[src/rtl/uart_tx_frame_shifter.sv]
// UART TX frame serialiser.
// Builds start/data/parity/stop frame and shifts it out per baud tick.
module uart_tx_frame_shifter #(
  parameter int DATA_BITS = 8,
  parameter int PARITY    = 0,
  parameter int STOP_BITS = 1
) (
  input  logic                 clk,
  input  logic                 reset,
  input  logic                 load,
  input  logic [DATA_BITS-1:0] data_in,
  input  logic                 shift,
  output logic                 data_out,
  output logic                 ready,
  output logic                 busy,
  output logic                 frame_done
);

  localparam int PAR_BITS  = (PARITY != 0) ? 1 : 0;
  localparam int FRAME_LEN = 1 + DATA_BITS + PAR_BITS + STOP_BITS;
  localparam int CNT_W     = $clog2(FRAME_LEN + 1);

  typedef enum logic {
    IDLE,
    SHIFT
  } state_t;

  state_t               state_q, state_d;
  logic [FRAME_LEN-1:0] frame_q, frame_d;
  logic [CNT_W-1:0]     cnt_q, cnt_d;
  logic                 done_q, done_d;

  logic [FRAME_LEN-1:0] frame_new;
  logic                 par_bit;

  // Assemble the frame to load: stops high, parity, data, start low.
  always_comb begin
    par_bit   = (PARITY == 2) ? ~^data_in : ^data_in;
    frame_new = '1;
    frame_new[0] = 1'b0;
    frame_new[DATA_BITS:1] = data_in;
    if (PARITY != 0) begin
      frame_new[DATA_BITS+1] = par_bit;
    end
  end

  // State, frame shifter, bit counter and done pulse registers.
  always_ff @(posedge clk) begin
    if (reset) begin
      state_q <= IDLE;
      frame_q <= '1;
      cnt_q   <= '0;
      done_q  <= 1'b0;
    end else begin
      state_q <= state_d;
      frame_q <= frame_d;
      cnt_q   <= cnt_d;
      done_q  <= done_d;
    end
  end

  // Next-state: load from idle, shift per tick, return after last stop.
  always_comb begin
    state_d = state_q;
    frame_d = frame_q;
    cnt_d   = cnt_q;
    done_d  = 1'b0;
    unique case (state_q)
      IDLE: begin
        if (load) begin
          frame_d = frame_new;
          cnt_d   = '0;
          state_d = SHIFT;
        end
      end
      SHIFT: begin
        if (shift) begin
          frame_d = {1'b1, frame_q[FRAME_LEN-1:1]};
          cnt_d   = cnt_q + 1'b1;
          if (cnt_q == CNT_W'(FRAME_LEN - 1)) begin
            state_d = IDLE;
            done_d  = 1'b1;
          end
        end
      end
      default: state_d = IDLE;
    endcase
  end

  // Line idles high; handshake flags follow the state.
  always_comb begin
    data_out   = (state_q == SHIFT) ? frame_q[0] : 1'b1;
    ready      = (state_q == IDLE);
    busy       = (state_q == SHIFT);
    frame_done = done_q;
  end

endmodule

[config.mk]
export PLATFORM = sky130hd
export DESIGN_NAME = uart_tx_frame_shifter
export DESIGN_NICKNAME = d
export VERILOG_FILES = /design/src/rtl/uart_tx_frame_shifter.sv
export SDC_FILE = /design/constraint.sdc
export NUM_CORES = 1
export LEC_CHECK = 0
export ABC_CLOCK_PERIOD_IN_PS = 2900
export BUFFER_PORTS_ARGS = -buffer_cell sky130_fd_sc_hd__buf_4
export CORE_UTILIZATION = 25
export CTS_BUF_LIST = sky130_fd_sc_hd__clkbuf_8 sky130_fd_sc_hd__clkbuf_16
export DETAILED_ROUTE_END_ITERATION = 8
export SLEW_MARGIN = 0
export SYNTH_ARGS = -nofsm -noshare
export SYNTH_HDL_FRONTEND = slang
export SYNTH_SLANG_ARGS = --single-unit
[constraint.sdc]
create_clock -name clk -period 2.9 [get_ports clk]
set_input_delay 0 -clock clk [delete_from_list [all_inputs] [get_ports clk]]
set_output_delay 0 -clock clk [all_outputs]
set_load 0.05 [all_outputs]
# Yosys cells after proc, flatten, opt, wreduce, memory -nomap -nowiden
# Index checks and enable logic that the tools add are counted.
[op_classes] n_eq_ne=3 n_bitwise=2 mux=12 reduce_logical=2 add_sub_neg=1
[op_table] cell="$mux W10" n=2
[op_table] cell="$pmux W10 S2" n=1
[op_table] cell="$mux W4" n=2
[op_table] cell="$pmux W4 S2" n=1
[op_table] cell="$mux W1" n=5
[op_table] cell="$add A4 B1 Y4 const B" n=1
[op_table] cell="$eq A4 B4 Y1 const B" n=1
[op_table] cell="$ne A2 B2 Y1 const B" n=2
[op_table] cell="$reduce_or A3 Y1" n=1
[op_table] cell="$not A1 Y1" n=2
[op_table] cell="$pmux W1 S2" n=1
[op_table] cell="$reduce_and A2 Y1" n=1
[word_totals] reg_bits=16 input_bits=12

# Depth between registers and ports, before layout
# Gate-level depths: netlist of run 1.
[logic_depth] depth_word=4 mapped_depth=5

# Worst setup path before layout of run 1
# Ideal clock, no wire load.
[synth_path] path_type="register -> register" startpoint="register state_q, in the netlist busy" endpoint="register cnt_q[3]" stages_incl_launch_ff=5 required_time_ns=2.826 period_less_slack_ns=1.529 setup_slack_ns=1.371 t_arrival_ns=1.455 path_cell_list="dfxtp_1 -> buf_6 -> inv_2 -> or3_1 -> a31oi_1"
[synth_via] elab_chain_cells=3
[synth_lines] item="start, declared" line_no="28" text="state_t state_q, state_d;"
[synth_lines] item="start signal, assigned" line_no="55" text="state_q <= state_d;"
[synth_lines] item="$not A1 Y1 (*)"
[synth_lines] item="via ready" line_no="14" text="output logic ready,"
[synth_lines] item="$ne A2 B2 Y1 (no source line)"
[synth_lines] item="$reduce_and A2 Y1 (no source line)"
[synth_lines] item="end signal, assigned" line_no="57" text="cnt_q <= cnt_d;"
[synth_lines] item="end, declared" line_no="30" text="logic [CNT_W-1:0] cnt_q, cnt_d;"
# The timed path passes the listed nets; every way through them passes the cells marked *.
# A chain may end at the register's enable or synchronous reset.

# Final worst setup path of run 1
[layout_path] startpoint="register state_q, in the netlist busy" endpoint="register cnt_q[3]"
[layout_via] elab_chain_cells=3
[layout_lines] item="$not A1 Y1"
[layout_lines] item="$ne A2 B2 Y1 (no source line)"
[layout_lines] item="$reduce_and A2 Y1 (no source line)"
# Several ways; a longest one is shown, not always the timed one.

==> flow_summary_export.csv, run 1 <==
group,metric,value,unit
synthesis,ys_seq_elements,15,
final_layout,synthToLayoutAreaGrowth,23.6,%
timing,fin_crit_sh,52.9,%
timing,min_period,1540,ps
critical_path,cp.depth,3,
critical_path,reg2reg_depth,3,
timing,relSlewSlack,56.0,%
power,p_per_area,520,mW/mm²
synthesis,yosysSeqAreaShare,41.7,%
critical_path,endpoint,"cnt_q[3]",
status,outcome,"complete, no violations",
job,cap_violations,0,
clock_network,cts_setup_buffers,0,
floorplan,fp-row-count,19,
timing,drv_slew,0,
floorplan,dieArea,0.00310,mm²
final_layout,finalCoreUtilization,32.6,%
timing,tightest_slew,659,ps
clock_network,clk_path_buf_depth,2,
final_layout,n_antenna_cell,0,
drt,wirelength,1380,µm
synthesis,synth_async_sr_flop_share,0,%
timing,setup_violations,0,
final_layout,layout-drive-gt1-share,23.4,%
drt,wl_per_cell,11.0,µm
final_layout,final_cell_mix,"15 x dfxtp_1, 15 x buf_4, 11 x nor2_1, 9 x a211oi_1, 8 x o21bai_1",
synthesis,synth_edf_count,0,
drt,postRouteAntennaNets,0,
power,leakagePower,0.364,nW
critical_path,critPathSlowestCell,"dfxtp_1",
clock_network,cts_buffers,3,
synthesis,synth_area,721,µm²
floorplan,die_x,55.7,µm
clock_network,cts_hold_buf,0,
final_layout,fillers,296,
critical_path,rrSetupSlack,1360,ps
critical_path,crit_family,"flip-flops",
placement,dpl.hpwl,984,µm
critical_path,startpoint_type,"register",
critical_path,cp_num_buf_inv,1,
synthesis,syn_nets,92,
critical_path,worstSetupStartpoint,"busy",
timing,rsz0062_at_grt,"no",
drt,drt_iter0_drc,35,
critical_path,endpoint_kind,"register",
critical_path,crit_type,"register to register",
timing,tns,0,ps
synthesis,synth_warnings,0,
global_route,grt_pass1_wl,2340,µm
power,irDropWorstVdd,0.000266,V
critical_path,critPathRequiredTime,3070,ps
placement,place_congestion,0.677,
drt,drc_errors,0,
clock_network,clockRootBuffer,"clkbuf_8",
global_route,grt_overflow,0,
critical_path,crit_arrival,1710,ps
floorplan,die_h,55.7,µm
drt,via_per_inst,4.79,
drt,first_pass_iters,4,
drt,vias,599,
global_route,grt_pass1_vias,525,
clock_network,cts_tree,"built",
clock_network,clock_latency,240,ps
final_layout,nets,109,
global_route,antenna_found_initial,0,
worst_hold_path,hp-class,"input port to register",
synthesis,synth_top_flop_cell,"dfxtp_1",
timing,skew,3.71,ps
floorplan,design.core.area,0.00273,mm²
critical_path,worst_r2r_startpoint,"busy",
global_route,grt_start_max_net_pins,20,
synthesis,syn_area_per_cell,9.24,µm²
critical_path,crit_fanout,19,
critical_path,path_cells,"inv_2 > or3_1 > a31oi_1",
clock_network,cts.clk_slew.worst_paths,60,ps
synthesis,ys_types,25,
placement,port_buffers,15,
floorplan,start_util,26.4,%
clock_network,htreeDepth,1,
clock_network,ctsResizeCount,0,
critical_path,max_stage_delay,740,ps
timing,hold_viol,0,
timing,max_freq,651,MHz
global_route,track_usage,9.77,%
clock_network,cts_sinks,15,
floorplan,ios,16,
critical_path,regToRegEndpoint,"cnt_q[3]",
synthesis,syn_inst,78,
==> cell type report <==
| cell class | instances | area (µm²) | share of cell area (%) |
|---|---|---|---|
| multi-input combinational | 58 | 387 | 43.4 |
| sequential | 15 | 300 | 33.7 |
| timing repair buffer | 15 | 113 | 12.6 |
| clock buffer | 3 | 41.3 | 4.63 |
| tap | 31 | 38.8 | 4.35 |
| inverter | 2 | 7.51 | 0.843 |
| clock inverter | 1 | 3.75 | 0.421 |
==> sequential cells by signal, indices dropped and copies added (netlist names) <==
signal	count
frame_done	1
cnt_q	4
frame_q	9
busy	1
==> power breakdown <==
group	switching, mW	total [mW]	leakage [nW]	internal, mW
combinational	0.0370	0.0721	0.213	0.0350
sequential	0.0111	0.229	0.123	0.218
clock	0.0684	0.162	0.0269	0.0935
total	0.116	0.463	0.364	0.347
==> tightest hold or removal path: stages <==
cell,delay (ps)
buf_4,80
a211oi_1,50
o21bai_1,100
==> through the flow <==
step | std cells | hold slack [ps] | setup slack [ps] | total power, mW | cell area, µm²
after CTS | 125 | 21.3 | 1360 | 0.472 | 891
final | 125 | 23.5 | 1360 | 0.463 | 891
after detailed placement | 121 | 274 | 1370 | 0.306 | 846
after global placement | 121 | 269 | 1410 | 0.306 | 846
after global routing | 125 | 26.6 | 1200 | 0.488 | 891
after floorplan | 78 | 78.5 | 1370 | 0.282 | 721
==> layer usage <==
| layer | share of wire [%] | track usage [%] |
|---|---|---|
| met3 | 3.8 | 1.63 |
| met2 | 44 | 14.8 |
| met1 | 50 | 13.2 |
| met4 | 2.2 | 5.36 |
| met5 | 0 | 0 |
==> synth_stat cells (2+ instances only) <==
| library cell | instances | area share, % |
|---|---|---|
| nor2_1 | 11 | 5.7 |
| dfxtp_1 | 15 | 42 |
| nand2b_1 | 2 | 1.7 |
| a31oi_1 | 2 | 1.7 |
| ha_1 | 2 | 3.5 |
| nand2_1 | 4 | 2.1 |
| a21oi_1 | 2 | 1.4 |
| a211oi_1 | 9 | 9.4 |
| and2_1 | 7 | 6.1 |
| buf_4 | 2 | 2.1 |
| o21bai_1 | 8 | 8.3 |
==> how the worst min path moves through the flow <==
stage	startpoint	endpoint	slack [ps]	depth (start not counted)
finish	data_in[3]	frame_q[4]	20	3
global route	data_in[7]	frame_q[8]	30	3
CTS	data_in[7]	frame_q[8]	20	3
detailed placement	data_in[7]	frame_q[8]	270	3
global placement	data_in[2]	frame_q[3]	270	3
floorplan	reset	busy	80	1
==> cell families (layout without fill, tap and decap cells) <==
group | after synthesis | after routing | share of synthesized area (%)
AND/OR/NAND/NOR | 31 | 31 | 22.0
buffers and inverters | 5 | 21 | 4.69
adder cells (fa/ha/maj) | 2 | 2 | 3.47
multiplexers | 2 | 2 | 5.21
AO/OA/AOI/OAI | 23 | 23 | 22.9
flip-flops | 15 | 15 | 41.7
Note: power is estimated with default switching activity, not from simulation.
==> run 2, diff against run 1 <==
ABC_CLOCK_PERIOD_IN_PS = 1350   (was 2900)
clock period = 1.35 ns   (was 2.9 ns; I/O delays follow)
==> flow_summary_export.csv, run 2 (same netlist as run 1, synthesis figures left out) <==
group,metric,value,unit
status,outcome,"complete, no violations",
timing,whs,14.8,ps
floorplan,ios,16,
worst_hold_path,hold-path-endpoint,"frame_q[8]",
global_route,grt_pass1_vias,544,
final_layout,regMostFlops,"frame_q",
critical_path,crit_type,"register to register",
power,p_clk_share,35.7,%
final_layout,n_antenna_cell,0,
global_route,grt_pass1_wl,2410,µm
critical_path,crit_family,"flip-flops",
critical_path,max_stage_delay,470,ps
critical_path,worst_r2r_startpoint,"busy",
critical_path,startpoint_type,"register",
clock_network,cts_setup_buffers,0,
power,switching_share,25.9,%
clock_network,clk_path_buf_depth,2,
clock_network,cts_hold_buf,0,
timing,min_period,1180,ps
critical_path,regToRegEndpoint,"cnt_q[1]",
worst_hold_path,hold_depth,3,
drt,vias,597,
critical_path,crit_arrival,1360,ps
drt,postRouteAntennaNets,0,
timing,max_freq,847,MHz
global_route,grt_overflow,0,
clock_network,cts_buffers,3,
job,cap_violations,0,
drt,via_per_inst,4.78,
critical_path,rrSetupSlack,170,ps
critical_path,endpoint_kind,"register",
drt,wl_per_cell,11.4,µm
floorplan,fp-row-count,19,
final_layout,nets,109,
clock_network,cts_sinks,15,
power,leakagePower,0.364,nW
global_route,track_usage,10.0,%
global_route,grt_start_max_net_pins,20,
timing,drv_slew,0,
final_layout,reg_top3,"frame_q: 9 flops, cnt_q: 4 flops",
critical_path,path_cells,"mux2i_4 > nand2_1 > a21oi_1",
final_layout,layout-drive-gt1-share,24.5,%
power,p_sw,0.261,mW
worst_hold_path,hp-class,"input port to register",
power,p_per_area,1120,mW/mm²
timing,hold_viol,0,
floorplan,design.core.area,0.00273,mm²
final_layout,finalCoreUtilization,32.7,%
clock_network,cts_tree,"built",
global_route,antenna_found_initial,0,
power,irDropWorstVdd,0.000642,V
timing,tightest_slew,302,ps
timing,tns,0,ps
floorplan,die_x,55.7,µm
timing,fin_crit_sh,87.5,%
power,seq_power_share,48.9,%
timing,setup_violations,0,
placement,port_buffers,15,
clock_network,clockRootBuffer,"clkbuf_8",
power,power.total,1.01,mW
drt,first_pass_iters,4,
drt,drc_errors,0,
timing,relSlewSlack,79.4,%
clock_network,clock_latency,250,ps
drt,drt_iter0_drc,23,
critical_path,reg2reg_depth,3,
placement,dpl.hpwl,1030,µm
critical_path,critPathRequiredTime,1530,ps
drt,wirelength,1420,µm
floorplan,start_util,26.4,%
worst_hold_path,min_from,"data_in[7]",
final_layout,layout_commonest_cell,"buf_4",
final_layout,fin_cells,125,
timing,rsz0062_at_grt,"no",
final_layout,largest_register_ffs,9,
final_layout,synthToLayoutAreaGrowth,24.1,%
floorplan,die_h,55.7,µm
power,power_frac_comb,15.4,%
clock_network,htreeDepth,1,
power,intPower,0.745,mW
placement,placedCellCount,121,
critical_path,cp_num_buf_inv,0,
critical_path,critPathSlowestCell,"dfxtp_4",
placement,place_congestion,0.744,
timing,skew,5.02,ps
critical_path,crit_fanout,19,
floorplan,dieArea,0.00310,mm²
final_layout,final_cell_mix,"15 x buf_4, 14 x dfxtp_1, 11 x nor2_1, 9 x a211oi_1, 8 x o21bai_1",
clock_network,cts.clk_slew.worst_paths,60,ps
clock_network,ctsResizeCount,0,
[run 2: cell count changes in the layout (fill, tap and decap cells not counted)]
cell,delta
dfxtp_1,-1
dfxtp_4,+1
[run 2: layout make-up]
cell class,instances,area (µm²)
Multi-Input combinational cell,58,387
Clock buffer,3,41.3
Inverter,2,7.51
Sequential cell,15,304
Fill cell,290,1840
Tap cell,31,38.8
Clock inverter,1,3.75
Timing Repair Buffer,15,113
[run 2: worst max-delay path by stage]
stage | slack (ps) | to | from | cells after the start
floorplan | 70 | cnt_q[3] | busy | 4
global placement | 190 | cnt_q[0] | busy | 2
detailed placement | 190 | cnt_q[3] | busy | 3
CTS | 160 | cnt_q[1] | busy | 3
global route | 60 | cnt_q[1] | busy | 3
finish | 170 | cnt_q[1] | busy | 3
[run 2: worst min-delay path, stage by stage]
cell	delay (ps)
buf_4	80
nor3b_1	40
o21bai_1	110
[run 2: per-stage QoR]
step	worst slack (ps)	instance area (µm²)
floorplan	74.7	724
global placement	189	850
detailed placement	191	850
CTS	158	895
global route	58.5	895
finish	169	895
[run 2: power groups by stage]
stage,logic [mW],registers [mW],clock network (mW)
after global routing,0.171,0.498,0.381
after CTS,0.157,0.493,0.369
after detailed placement,0.157,0.503,0
after global placement,0.154,0.502,0
after floorplan,0.110,0.496,0
final,0.155,0.493,0.359
[run 2: routing by layer]
metal  track usage [%]  up-vias  wire [µm]
met5                 0        -          0
met2              14.6        8        658
li1                  -      312          -
met1              14.2      275        715
met3             0.698        2         30
met4              6.43        0         20
